## src/rtl/mux_canais_reg_if.sv

```systemverilog
// Handshake and data bundle for mux_canais_reg: N flattened input channels,
// channel select and the registered result with its valid/ready pair.
interface mux_canais_reg_if #(
   parameter int LARGURA = 8,
   parameter int CANAIS  = 3,
   parameter int SEL_W   = 2
);
   logic [CANAIS*LARGURA-1:0] Entradas;
   logic [SEL_W-1:0]          Controle;
   logic                      entrada_valida;
   logic                      entrada_pronta;
   logic [LARGURA-1:0]        Resultado;
   logic                      saida_valida;
   logic                      saida_pronta;
   logic [SEL_W-1:0]          Canal_atual;
   logic                      erro_sel;

   modport master (
      output Entradas, Controle, entrada_valida, saida_pronta,
      input  entrada_pronta, Resultado, saida_valida, Canal_atual, erro_sel
   );

   modport slave (
      input  Entradas, Controle, entrada_valida, saida_pronta,
      output entrada_pronta, Resultado, saida_valida, Canal_atual, erro_sel
   );
endinterface

```

## src/rtl/mux_canais_reg.sv

```systemverilog
// Registered N-channel multiplexer with a one-entry output buffer and valid/ready
// on both sides. Define MUX_CANAIS_VARREDURA_EN to add the round-robin scan input.
module mux_canais_reg #(
   parameter int LARGURA = 8,
   parameter int CANAIS  = 3,
   parameter int SEL_W   = 2
) (
   input  logic clock,
   input  logic reset,
`ifdef MUX_CANAIS_VARREDURA_EN
   input  logic varredura,
`endif
   mux_canais_reg_if.slave bus
);

   localparam logic [SEL_W-1:0] ULTIMO = SEL_W'(CANAIS - 1);

   generate
      if ((CANAIS < 2) || (CANAIS > 16) || ((1 << SEL_W) < CANAIS)) begin : g_param_chk
         $error("mux_canais_reg: CANAIS must be 2..16 and 2**SEL_W >= CANAIS");
      end
   endgenerate

   typedef enum logic {VAZIO = 1'b0, CHEIO = 1'b1} estado_t;

   estado_t            estado_q, estado_d;
   logic [LARGURA-1:0] resultado_q, resultado_d;
   logic [SEL_W-1:0]   canal_q, canal_d;
   logic               erro_q, erro_d;
   logic [SEL_W-1:0]   sel;
   logic               sel_ok;
   logic               aceita;

   function automatic logic [LARGURA-1:0] canal_de(
      input logic [CANAIS*LARGURA-1:0] v,
      input logic [SEL_W-1:0]          s
   );
      logic [LARGURA-1:0] r;
      r = '0;
      for (int k = 0; k < CANAIS; k++) begin
         if (s == SEL_W'(k)) r = v[k*LARGURA +: LARGURA];
      end
      return r;
   endfunction

   // Ready does not look at entrada_valida, so upstream may wait on it freely.
   assign bus.entrada_pronta = (estado_q == VAZIO) || bus.saida_pronta;
   assign aceita             = bus.entrada_valida && bus.entrada_pronta;

`ifdef MUX_CANAIS_VARREDURA_EN
   logic [SEL_W-1:0] varre_q, varre_d;

   always_comb begin
      sel_ok  = int'(bus.Controle) < CANAIS;
      sel     = sel_ok ? bus.Controle : ULTIMO;
      varre_d = varre_q;
      if (varredura) begin
         sel    = varre_q;
         sel_ok = 1'b1;
         if (aceita) varre_d = (varre_q == ULTIMO) ? '0 : varre_q + 1'b1;
      end
   end

   always_ff @(posedge clock or posedge reset) begin
      if (reset) varre_q <= '0;
      else       varre_q <= varre_d;
   end
`else
   always_comb begin
      sel_ok = int'(bus.Controle) < CANAIS;
      sel    = sel_ok ? bus.Controle : ULTIMO;
   end
`endif

   always_comb begin
      estado_d    = estado_q;
      resultado_d = resultado_q;
      canal_d     = canal_q;
      erro_d      = erro_q;
      if (aceita) begin
         estado_d    = CHEIO;
         resultado_d = canal_de(bus.Entradas, sel);
         canal_d     = sel;
         if (!sel_ok) erro_d = 1'b1;
      end else if ((estado_q == CHEIO) && bus.saida_pronta) begin
         estado_d = VAZIO;
      end
   end

   always_ff @(posedge clock or posedge reset) begin
      if (reset) begin
         estado_q    <= VAZIO;
         resultado_q <= '0;
         canal_q     <= '0;
         erro_q      <= 1'b0;
      end else begin
         estado_q    <= estado_d;
         resultado_q <= resultado_d;
         canal_q     <= canal_d;
         erro_q      <= erro_d;
      end
   end

   assign bus.Resultado    = resultado_q;
   assign bus.Canal_atual  = canal_q;
   assign bus.erro_sel     = erro_q;
   assign bus.saida_valida = (estado_q == CHEIO);

endmodule
```

## src/flat_wrapper.sv

```systemverilog
// flat-port wrapper written by rule: the top's interface ports become plain ports
module mux_canais_reg_flat 
#(
   parameter int LARGURA = 8,
   parameter int CANAIS  = 3,
   parameter int SEL_W   = 2
)
  (clock, reset, bus_Entradas, bus_Controle, bus_entrada_valida, bus_saida_pronta, bus_entrada_pronta, bus_Resultado, bus_saida_valida, bus_Canal_atual, bus_erro_sel);
  mux_canais_reg_if #(.LARGURA(LARGURA), .CANAIS(CANAIS), .SEL_W(SEL_W)) bus_i ();
  input  logic clock;
  input  logic reset;
  input wire logic [$bits(bus_i.Entradas)-1:0] bus_Entradas;
  input wire logic [$bits(bus_i.Controle)-1:0] bus_Controle;
  input wire logic [$bits(bus_i.entrada_valida)-1:0] bus_entrada_valida;
  input wire logic [$bits(bus_i.saida_pronta)-1:0] bus_saida_pronta;
  output wire logic [$bits(bus_i.entrada_pronta)-1:0] bus_entrada_pronta;
  output wire logic [$bits(bus_i.Resultado)-1:0] bus_Resultado;
  output wire logic [$bits(bus_i.saida_valida)-1:0] bus_saida_valida;
  output wire logic [$bits(bus_i.Canal_atual)-1:0] bus_Canal_atual;
  output wire logic [$bits(bus_i.erro_sel)-1:0] bus_erro_sel;
  assign bus_i.Entradas = bus_Entradas;
  assign bus_i.Controle = bus_Controle;
  assign bus_i.entrada_valida = bus_entrada_valida;
  assign bus_i.saida_pronta = bus_saida_pronta;
  assign bus_entrada_pronta = bus_i.entrada_pronta;
  assign bus_Resultado = bus_i.Resultado;
  assign bus_saida_valida = bus_i.saida_valida;
  assign bus_Canal_atual = bus_i.Canal_atual;
  assign bus_erro_sel = bus_i.erro_sel;
  mux_canais_reg #(.LARGURA(LARGURA), .CANAIS(CANAIS), .SEL_W(SEL_W)) u_core (.clock(clock), .reset(reset), .bus(bus_i));
endmodule
```

## config.mk

```make
export PLATFORM = sky130hd
export DESIGN_NAME = mux_canais_reg_flat
export DESIGN_NICKNAME = d
export VERILOG_FILES = /design/src/rtl/mux_canais_reg_if.sv /design/src/rtl/mux_canais_reg.sv /design/src/flat_wrapper.sv
export SDC_FILE = /design/constraint.sdc
export NUM_CORES = 1
export LEC_CHECK = 0
export ABC_AREA = 0
export CORE_ASPECT_RATIO = 1.25
export CORE_MARGIN = 2
export CORE_UTILIZATION = 35
export CTS_CLUSTER_SIZE = 25
export DETAILED_ROUTE_END_ITERATION = 8
export PLACE_DENSITY = 0.75
export SYNTH_ARGS = -nofsm -noshare
export SYNTH_HDL_FRONTEND = slang
export SYNTH_SLANG_ARGS = --single-unit
```

## constraint.sdc

```tcl
create_clock -name clock -period 1.3 [get_ports clock]
set_input_delay 0.39 -clock clock [delete_from_list [all_inputs] [get_ports clock]]
set_output_delay 0.39 -clock clock [all_outputs]
set_load 0.005 [all_outputs]
```

Word level (Yosys, flattened, before mapping)

Cells that the tools add are included.

Magnitude comparators: 1
Reduce and logical (&&, ||, !) cells: 6
Bitwise logic cells: 2
Eq/ne operators: 2
Mux-type cells: 6

Operators by type and width:

| kind                                                                   | number |
|---|---|
| 8-bit 2-to-1 mux                                                       | 3 |
| 2-bit by 1-bit equality test with 1-bit output (second input constant) | 1 |
| 2-bit equality test (second input constant)                            | 1 |
| 1-bit logical AND                                                      | 2 |
| 2-bit logical NOT                                                      | 1 |
| 2-bit less-than comparator (second input constant)                     | 1 |
| 1-bit 2-to-1 mux                                                       | 2 |
| 2-bit 2-to-1 mux                                                       | 1 |
| 1-bit inverter                                                         | 2 |
| 2-bit AND reduction                                                    | 1 |
| 2-bit nonzero test                                                     | 1 |
| 1-bit logical OR                                                       | 1 |

Output and inout bits: 13
Logic and storage cells: 21
Register bits: 12
Input bits: 30

Logic depth before layout (Yosys ltp)

Gate-level depths: netlist of the first run.

Depth in word-level cells: 6
Gate-level depth with buffers: 4
Gate-level depth less buffers: 3

Worst setup path before layout of the first run

Ideal clock, no wire load.

Path kind: input-to-reg
From: input bus_saida_pronta
To: register u_core.canal_q[0], in the netlist u_core.bus.Canal_atual[0]
Stages on the path: 3
Setup slack: 0.137 ns
Data arrival time: 1.038 ns
Required time: 1.175 ns
Library setup time: 0.125 ns
Buffers on the path: 0
Path through: nand2b_1 -> nand2_2 -> mux2_2

Word-level cells in the longest chain between the ends: 2

Ends and longest elaborated chain:

| element                | line                 | source |
|---|---|---|
| start: declaration     | flat_wrapper.sv:15   | `input wire logic [$bits(bus_i.saida_pronta)-1:0] bus_saida_pronta;` |
| 1-bit logical OR       | mux_canais_reg.sv:47 | `assign bus.entrada_pronta = (estado_q == VAZIO) \|\| bus.saida_pronta;` |
| 1-bit logical AND      | mux_canais_reg.sv:48 | `assign aceita = bus.entrada_valida && bus.entrada_pronta;` |
| end signal: assignment | mux_canais_reg.sv:99 | `canal_q <= canal_d;` |
| end: declaration       | mux_canais_reg.sv:28 | `logic [SEL_W-1:0] canal_q, canal_d;` |

Every way passes these cells.
A chain may end at the register's enable or synchronous reset.

Worst setup path after layout of the first run

From: register u_core.estado_q, in the netlist u_core.bus.saida_valida
To: output bus_saida_valida

RTL lines:

| element                  | line                 | source |
|---|---|---|
| start: declaration       | mux_canais_reg.sv:26 | `estado_t estado_q, estado_d;` |
| start signal: assignment | mux_canais_reg.sv:97 | `estado_q <= estado_d;` |
| end: declaration         | flat_wrapper.sv:18   | `output wire logic [$bits(bus_i.saida_valida)-1:0] bus_saida_valida;` |

No word-level cell between the ends.

==> impl_metrics.json, run 1 <==
{
  "die_h_um": 53.1,
  "drcViolationCount": 0,
  "grt_busiest_layer": "met2",
  "path_cells": "dlygate4sd2_1",
  "post-route-worst-setup-slack_ns": -0.0407,
  "slowest_delay_ns": 0.40,
  "yosys.area.top_type": "dfrtp_1",
  "crit_fanout": 2,
  "layout_common_cells": "clkdlybuf4s50_1, dfrtp_1, buf_4",
  "initial_utilization_pct": 37.7,
  "grt_util_met2_pct": 36.8,
  "grt_usage_pct": 20.2,
  "synth_top_area_share_pct": 44.5,
  "core_um2": 1790,
  "synthesis.area_um2": 674,
  "grt_pass1_wl_um": 3390,
  "power.leakage_nw": 0.578,
  "postSynthAreaPerCell_um2": 10.5,
  "dr.pass1.iters": 4,
  "critPathBufInv": 1,
  "hold_ws_ns": 0.422,
  "synthCells": 64,
  "fillerInstances": 128,
  "setup_tns_ns": -0.0795,
  "viasPerCell": 5.14,
  "outcome": "complete, but fails checks",
  "cts.reportedPaths.clkPinSlew_ns": 0.08,
  "nets": 152,
  "stdcell_count": 140,
  "max-cap-violations": 0,
  "worst_pin_slew_ns": 0.465,
  "mostFrequentLayoutCell": "clkdlybuf4s50_1",
  "grt_max_degree": 20,
  "gp_congestion": 0.712,
  "synth_cell_types": 16,
  "io_buffers": 42,
  "critPathTopFamily": "flip-flops",
  "drt_iter0_markers": 8,
  "power_mw": 1.12,
  "critPathRequiredTime_ns": 0.91,
  "stdcell_area_um2": 1310,
  "ys_ff_latch": 12,
  "p_per_area_nw_per_um2": 856,
  "hold_viol": 0,
  "slew_headroom_pct": 69.0,
  "synth_warnings": 0,
  "finalSetupViolCount": 2,
  "crit_type": "flip-flop to primary output",
  "cts.sinks": 12,
  "gr-usage-met3_pct": 6.14,
  "grt_overflow_total": 0,
  "final_core_util_pct": 73.5,
  "insertion_delay_ns": 0.27,
  "cts_tree": "built",
  "endpoint_kind": "primary output",
  "grt_pass1_vias": 751,
  "arrival_ns": 0.95,
  "die_area_um2": 2300,
  "ctsRootBufferMaster": "clkbuf_4",
  "vias": 719,
  "crit_cells": 1,
  "synthTopCellsByArea": "dfrtp_1, o2bb2ai_1, a211oi_1",
  "dpl_cell_area_um2": 1160,
  "peakVddDrop_mv": 0.918,
  "reg2reg_depth": 6,
  "die_w_um": 43.3,
  "cts_buffers": 3,
  "skew_ns": 0.000866,
  "violations": "negative setup slack",
  "wl_um": 2090,
  "row_count": 17,
  "final-max-slew-violation-count": 0,
  "pin_count": 43,
  "drive_gt1_share_pct": 32.2,
  "htreeDepth": 1,
  "cts.hold.buffers_added": 0,
  "period_share_pct": 103,
  "dp_slack_ns": -0.533,
  "worstHoldPathType": "primary input to asynchronous set/reset pin",
  "rsz0062_at_grt": "yes",
  "antenna_cells": 0,
  "max_freq_mhz": 746,
  "cp-start-kind": "flip-flop",
  "synthToLayoutAreaGrowth_pct": 94.6,
  "antenna_found_initial": 0,
  "grt_use_met1_pct": 22.2,
  "post-route-min-period_ns": 1.34,
  "dp.cells": 127,
  "synthesis.nets": 94,
  "drtAntennaViolNets": 0,
  "slowest_stage": "dfrtp_1",
  "drt-wirelength-per-cell_um": 15.0,
  "clock_path_buffers": 2,
  "dp_hpwl_um": 1460,
  "ys_seq_area_share_pct": 44.5
}
==> synth_stat cells <==
library cell   n
clkbuf_1       1
mux2_2         2
a211oi_1       8
buf_2          1
dfrtp_1       12
o2bb2ai_1      8
buf_4          1
nor2b_4        1
nand2_2        1
buf_6          1
inv_1          1
nand2b_1       4
or2b_1         6
nand3_1        8
a41o_1         1
nor2b_1        8
==> cell families after synthesis <==
| logic type | synth area share, % |
|---|---|
| flops | 44.5 |
| buf+inv | 4.64 |
| mux | 3.34 |
| compound gates | 20.8 |
| simple gates | 26.7 |
==> final cells by class <==
type	instances	area, um^2	share of cell area, %
Sequential cell	12	300	22.9
Clock buffer	4	36.3	2.76
Multi-Input combinational cell	47	395	30.1
Inverter	1	3.75	0.286
Timing Repair Buffer	57	553	42.1
Tap cell	19	23.8	1.81
==> state kept, by name, summed over array words and instances (netlist names) <==
register / count
u_core.bus.saida_valida: 1
u_core.bus.Resultado: 8
u_core.bus.Canal_atual: 2
u_core.bus.erro_sel: 1
==> power breakdown <==
part | total [mW] | internal (mW) | switching (mW) | leakage (nW)
clock | 0.296 | 0.170 | 0.125 | 0.0210
combinational | 0.377 | 0.241 | 0.135 | 0.415
sequential | 0.451 | 0.422 | 0.0294 | 0.141
==> metal layers <==
metal,vias up,wire [um]
met5,-,0
met4,0,10
met3,2,141
met2,29,1110
met1,338,829
li1,350,-
==> path summary, 6_finish.rpt <==
| check | start | to | slack, ns |
|---|---|---|---|
| max | u_core.bus.saida_valida$_DFFE_PP0P_ | bus_saida_valida | -0.04 |
| min | reset | u_core.bus.erro_sel$_DFFE_PP0P_ | 0.42 |
| max reg2reg | u_core.bus.saida_valida$_DFFE_PP0P_ | u_core.bus.Resultado[2]$_DFFE_PP0P_ | 0.04 |
| min reg2reg | u_core.bus.Resultado[0]$_DFFE_PP0P_ | u_core.bus.Resultado[0]$_DFFE_PP0P_ | 0.49 |
| max in group asynchronous | reset | u_core.bus.Resultado[1]$_DFFE_PP0P_ | 0.56 |
| min in group clock | u_core.bus.Resultado[0]$_DFFE_PP0P_ | u_core.bus.Resultado[0]$_DFFE_PP0P_ | 0.49 |
==> what timing repair did <==
item	CTS	global route
endpoints found under the setup margin	23	20
resized for setup	32	16
cloned	0	1
setup buffers	2	6
No activity file was read; power rests on OpenSTA's default activity.
==> run 2, diff against run 1 <==
CORE_UTILIZATION = 32   (was 35)
PLACE_DENSITY = 0.72   (was 0.75)
clock period = 1.1 ns   (was 1.3 ns; I/O delays follow)
==> run 2 against run 1 <==
Effect of this change:
- the run still ends with negative setup slack left
- die area rose by 8.6%
- first-iteration DRC count fell by 50%
- non-clock buffer count rose by 2
- global-route usage fell by 1.9 points
- clock skew rose by 0.0016 ns
- critical path depth rose by 1
- critical path type unchanged
- largest cell class unchanged
==> impl_metrics.json, run 2 (same netlist as run 1, synthesis figures left out) <==
{
  "outcome": "complete, but fails checks",
  "violations": "negative setup slack",
  "cp-start-kind": "flip-flop",
  "critPathRequiredTime_ns": 0.77,
  "rsz0062_at_grt": "yes",
  "mostFrequentLayoutCell": "clkdlybuf4s50_1",
  "grt_pass1_wl_um": 3380,
  "arrival_ns": 0.87,
  "max-cap-violations": 0,
  "dp_slack_ns": -0.626,
  "die_w_um": 45.1,
  "die_h_um": 55.3,
  "wirelength_met1_um": 832,
  "fillerInstances": 171,
  "dp_hpwl_um": 1420,
  "reg2reg_depth": 4,
  "stdcell_area_um2": 1250,
  "peakVddDrop_mv": 0.809,
  "antenna_cells": 0,
  "drt_iter0_markers": 4,
  "clkPwrFrac_pct": 26.5,
  "vias": 711,
  "hold_ws_ns": 0.351,
  "wl_um": 2040,
  "r2r-start": "u_core.bus.saida_valida$_DFFE_PP0P_",
  "htreeDepth": 1,
  "drcViolationCount": 0,
  "pin_count": 43,
  "period_share_pct": 109,
  "largest_reg_flops": 8,
  "crit_type": "flip-flop to primary output",
  "r2r_slack_ns": -0.08,
  "cts.hold.buffers_added": 0,
  "skew_ns": 0.00244,
  "top_layer_used": "met3",
  "antenna_found_initial": 0,
  "wl_met2_um": 1070,
  "grt_pass1_vias": 745,
  "max_freq_mhz": 836,
  "critPathTopFamily": "flip-flops",
  "nets": 154,
  "cts.sinks": 12,
  "clock_path_buffers": 2,
  "power.leakage_nw": 0.565,
  "dpl_cell_area_um2": 1190,
  "finalSetupViolCount": 22,
  "crit_cells": 2,
  "combPwrFrac_pct": 33.0,
  "slowest_delay_ns": 0.42,
  "path_cells": "nand2b_4 > buf_6",
  "pwr-share-seq_pct": 40.5,
  "layout_common_cells": "clkdlybuf4s50_1, buf_2, buf_4, dfrtp_1",
  "dr.pass1.iters": 3,
  "slowest_stage": "dfrtp_1",
  "worst_pin_slew_ns": 0.225,
  "swShare_pct": 25.1,
  "grt_max_degree": 13,
  "cts.reportedPaths.clkPinSlew_ns": 0.08,
  "drt-wirelength-per-cell_um": 14.3,
  "dr_wl_met3_um": 136,
  "core_um2": 1980,
  "power_mw": 1.31,
  "drtAntennaViolNets": 0,
  "gp_congestion": 0.748,
  "slew_headroom_pct": 84.9,
  "switching_power_uw": 329,
  "drive_gt1_share_pct": 32.5,
  "final-max-slew-violation-count": 0,
  "critPathBufInv": 1,
  "row_count": 18,
  "final_core_util_pct": 63.3,
  "synthToLayoutAreaGrowth_pct": 85.9,
  "p_int_uw": 984,
  "worstHoldPathType": "primary input to asynchronous set/reset pin",
  "cts_buffers": 3,
  "insertion_delay_ns": 0.27,
  "post-route-min-period_ns": 1.20,
  "endpoint_kind": "primary output",
  "grt_usage_pct": 18.3,
  "viasPerCell": 4.97,
  "cts_tree": "built",
  "die_area_um2": 2490,
  "initial_utilization_pct": 34.0,
  "hold_viol": 0,
  "ctsRootBufferMaster": "clkbuf_4",
  "p_per_area_nw_per_um2": 1050,
  "rr_endpoint": "u_core.bus.Canal_atual[0]$_DFFE_PP0P_",
  "post-route-worst-setup-slack_ns": -0.0956,
  "grt_overflow_total": 0,
  "io_buffers": 42,
  "crit_fanout": 2
}
## run 2: cell type report
cell class | instances | area (um^2) | area share (%)
Multi-Input combinational cell | 47 | 360 | 28.7
Inverter | 1 | 3.75 | 0.299
Clock buffer | 4 | 36.3 | 2.89
Sequential cell | 12 | 300 | 24.0
Tap cell | 20 | 25.0 | 2.00
Timing Repair Buffer | 59 | 528 | 42.1
## run 2: worst register-to-register path, delay by kind of cell, from the launching register on
family	cells	cell delay [ns]
mux	1	0.33
simple gates	2	0.15
buf+inv	1	0.18
flops	1	0.41
## run 2: worst max-delay path by stage
stage                                                    from                               endpoint  slack [ns]
after CTS                 u_core.bus.saida_valida$_DFFE_PP0P_                     bus_entrada_pronta       -0.12
after global placement                       bus_saida_pronta                     bus_entrada_pronta       -0.61
after floorplan                              bus_saida_pronta  u_core.bus.Canal_atual[0]$_DFFE_PP0P_       0.005
final                     u_core.bus.saida_valida$_DFFE_PP0P_                     bus_entrada_pronta        -0.1
after detailed placement                     bus_saida_pronta                     bus_entrada_pronta       -0.63
after global routing      u_core.bus.saida_valida$_DFFE_PP0P_    u_core.bus.Resultado[1]$_DFFE_PP0P_       -0.14
## run 2: routing by layer
| metal | vias to the layer above | GRT usage [%] |
|---|---|---|
| met5 | - | 0 |
| met4 | 0 | 5.04 |
| met3 | 0 | 4.25 |
| met2 | 24 | 30.6 |
| met1 | 336 | 22.9 |
| li1 | 351 | - |
## run 2: power by group through the flow
stage	clock, mW	combinational, mW	sequential [mW]
global route	0.380	0.475	0.538
CTS	0.362	0.420	0.532
detailed placement	0	0.438	0.540
floorplan	0	0.132	0.541
global placement	0	0.431	0.539
finish	0.347	0.434	0.531
## run 2: repair_timing
action | 4_1_cts | 5_1_grt
gates cloned | 2 | 0
gates resized for setup | 61 | 0
setup endpoints to repair | 24 | 23
buffers inserted | 2 | 2
pin swaps | 1 | 0
## run 2: stage by stage
stage,TNS [ns],cells
finish,-0.903,143
global route,-1.91,143
CTS,-1.21,141
detailed placement,-6.80,133
global placement,-6.50,133
floorplan,0,64
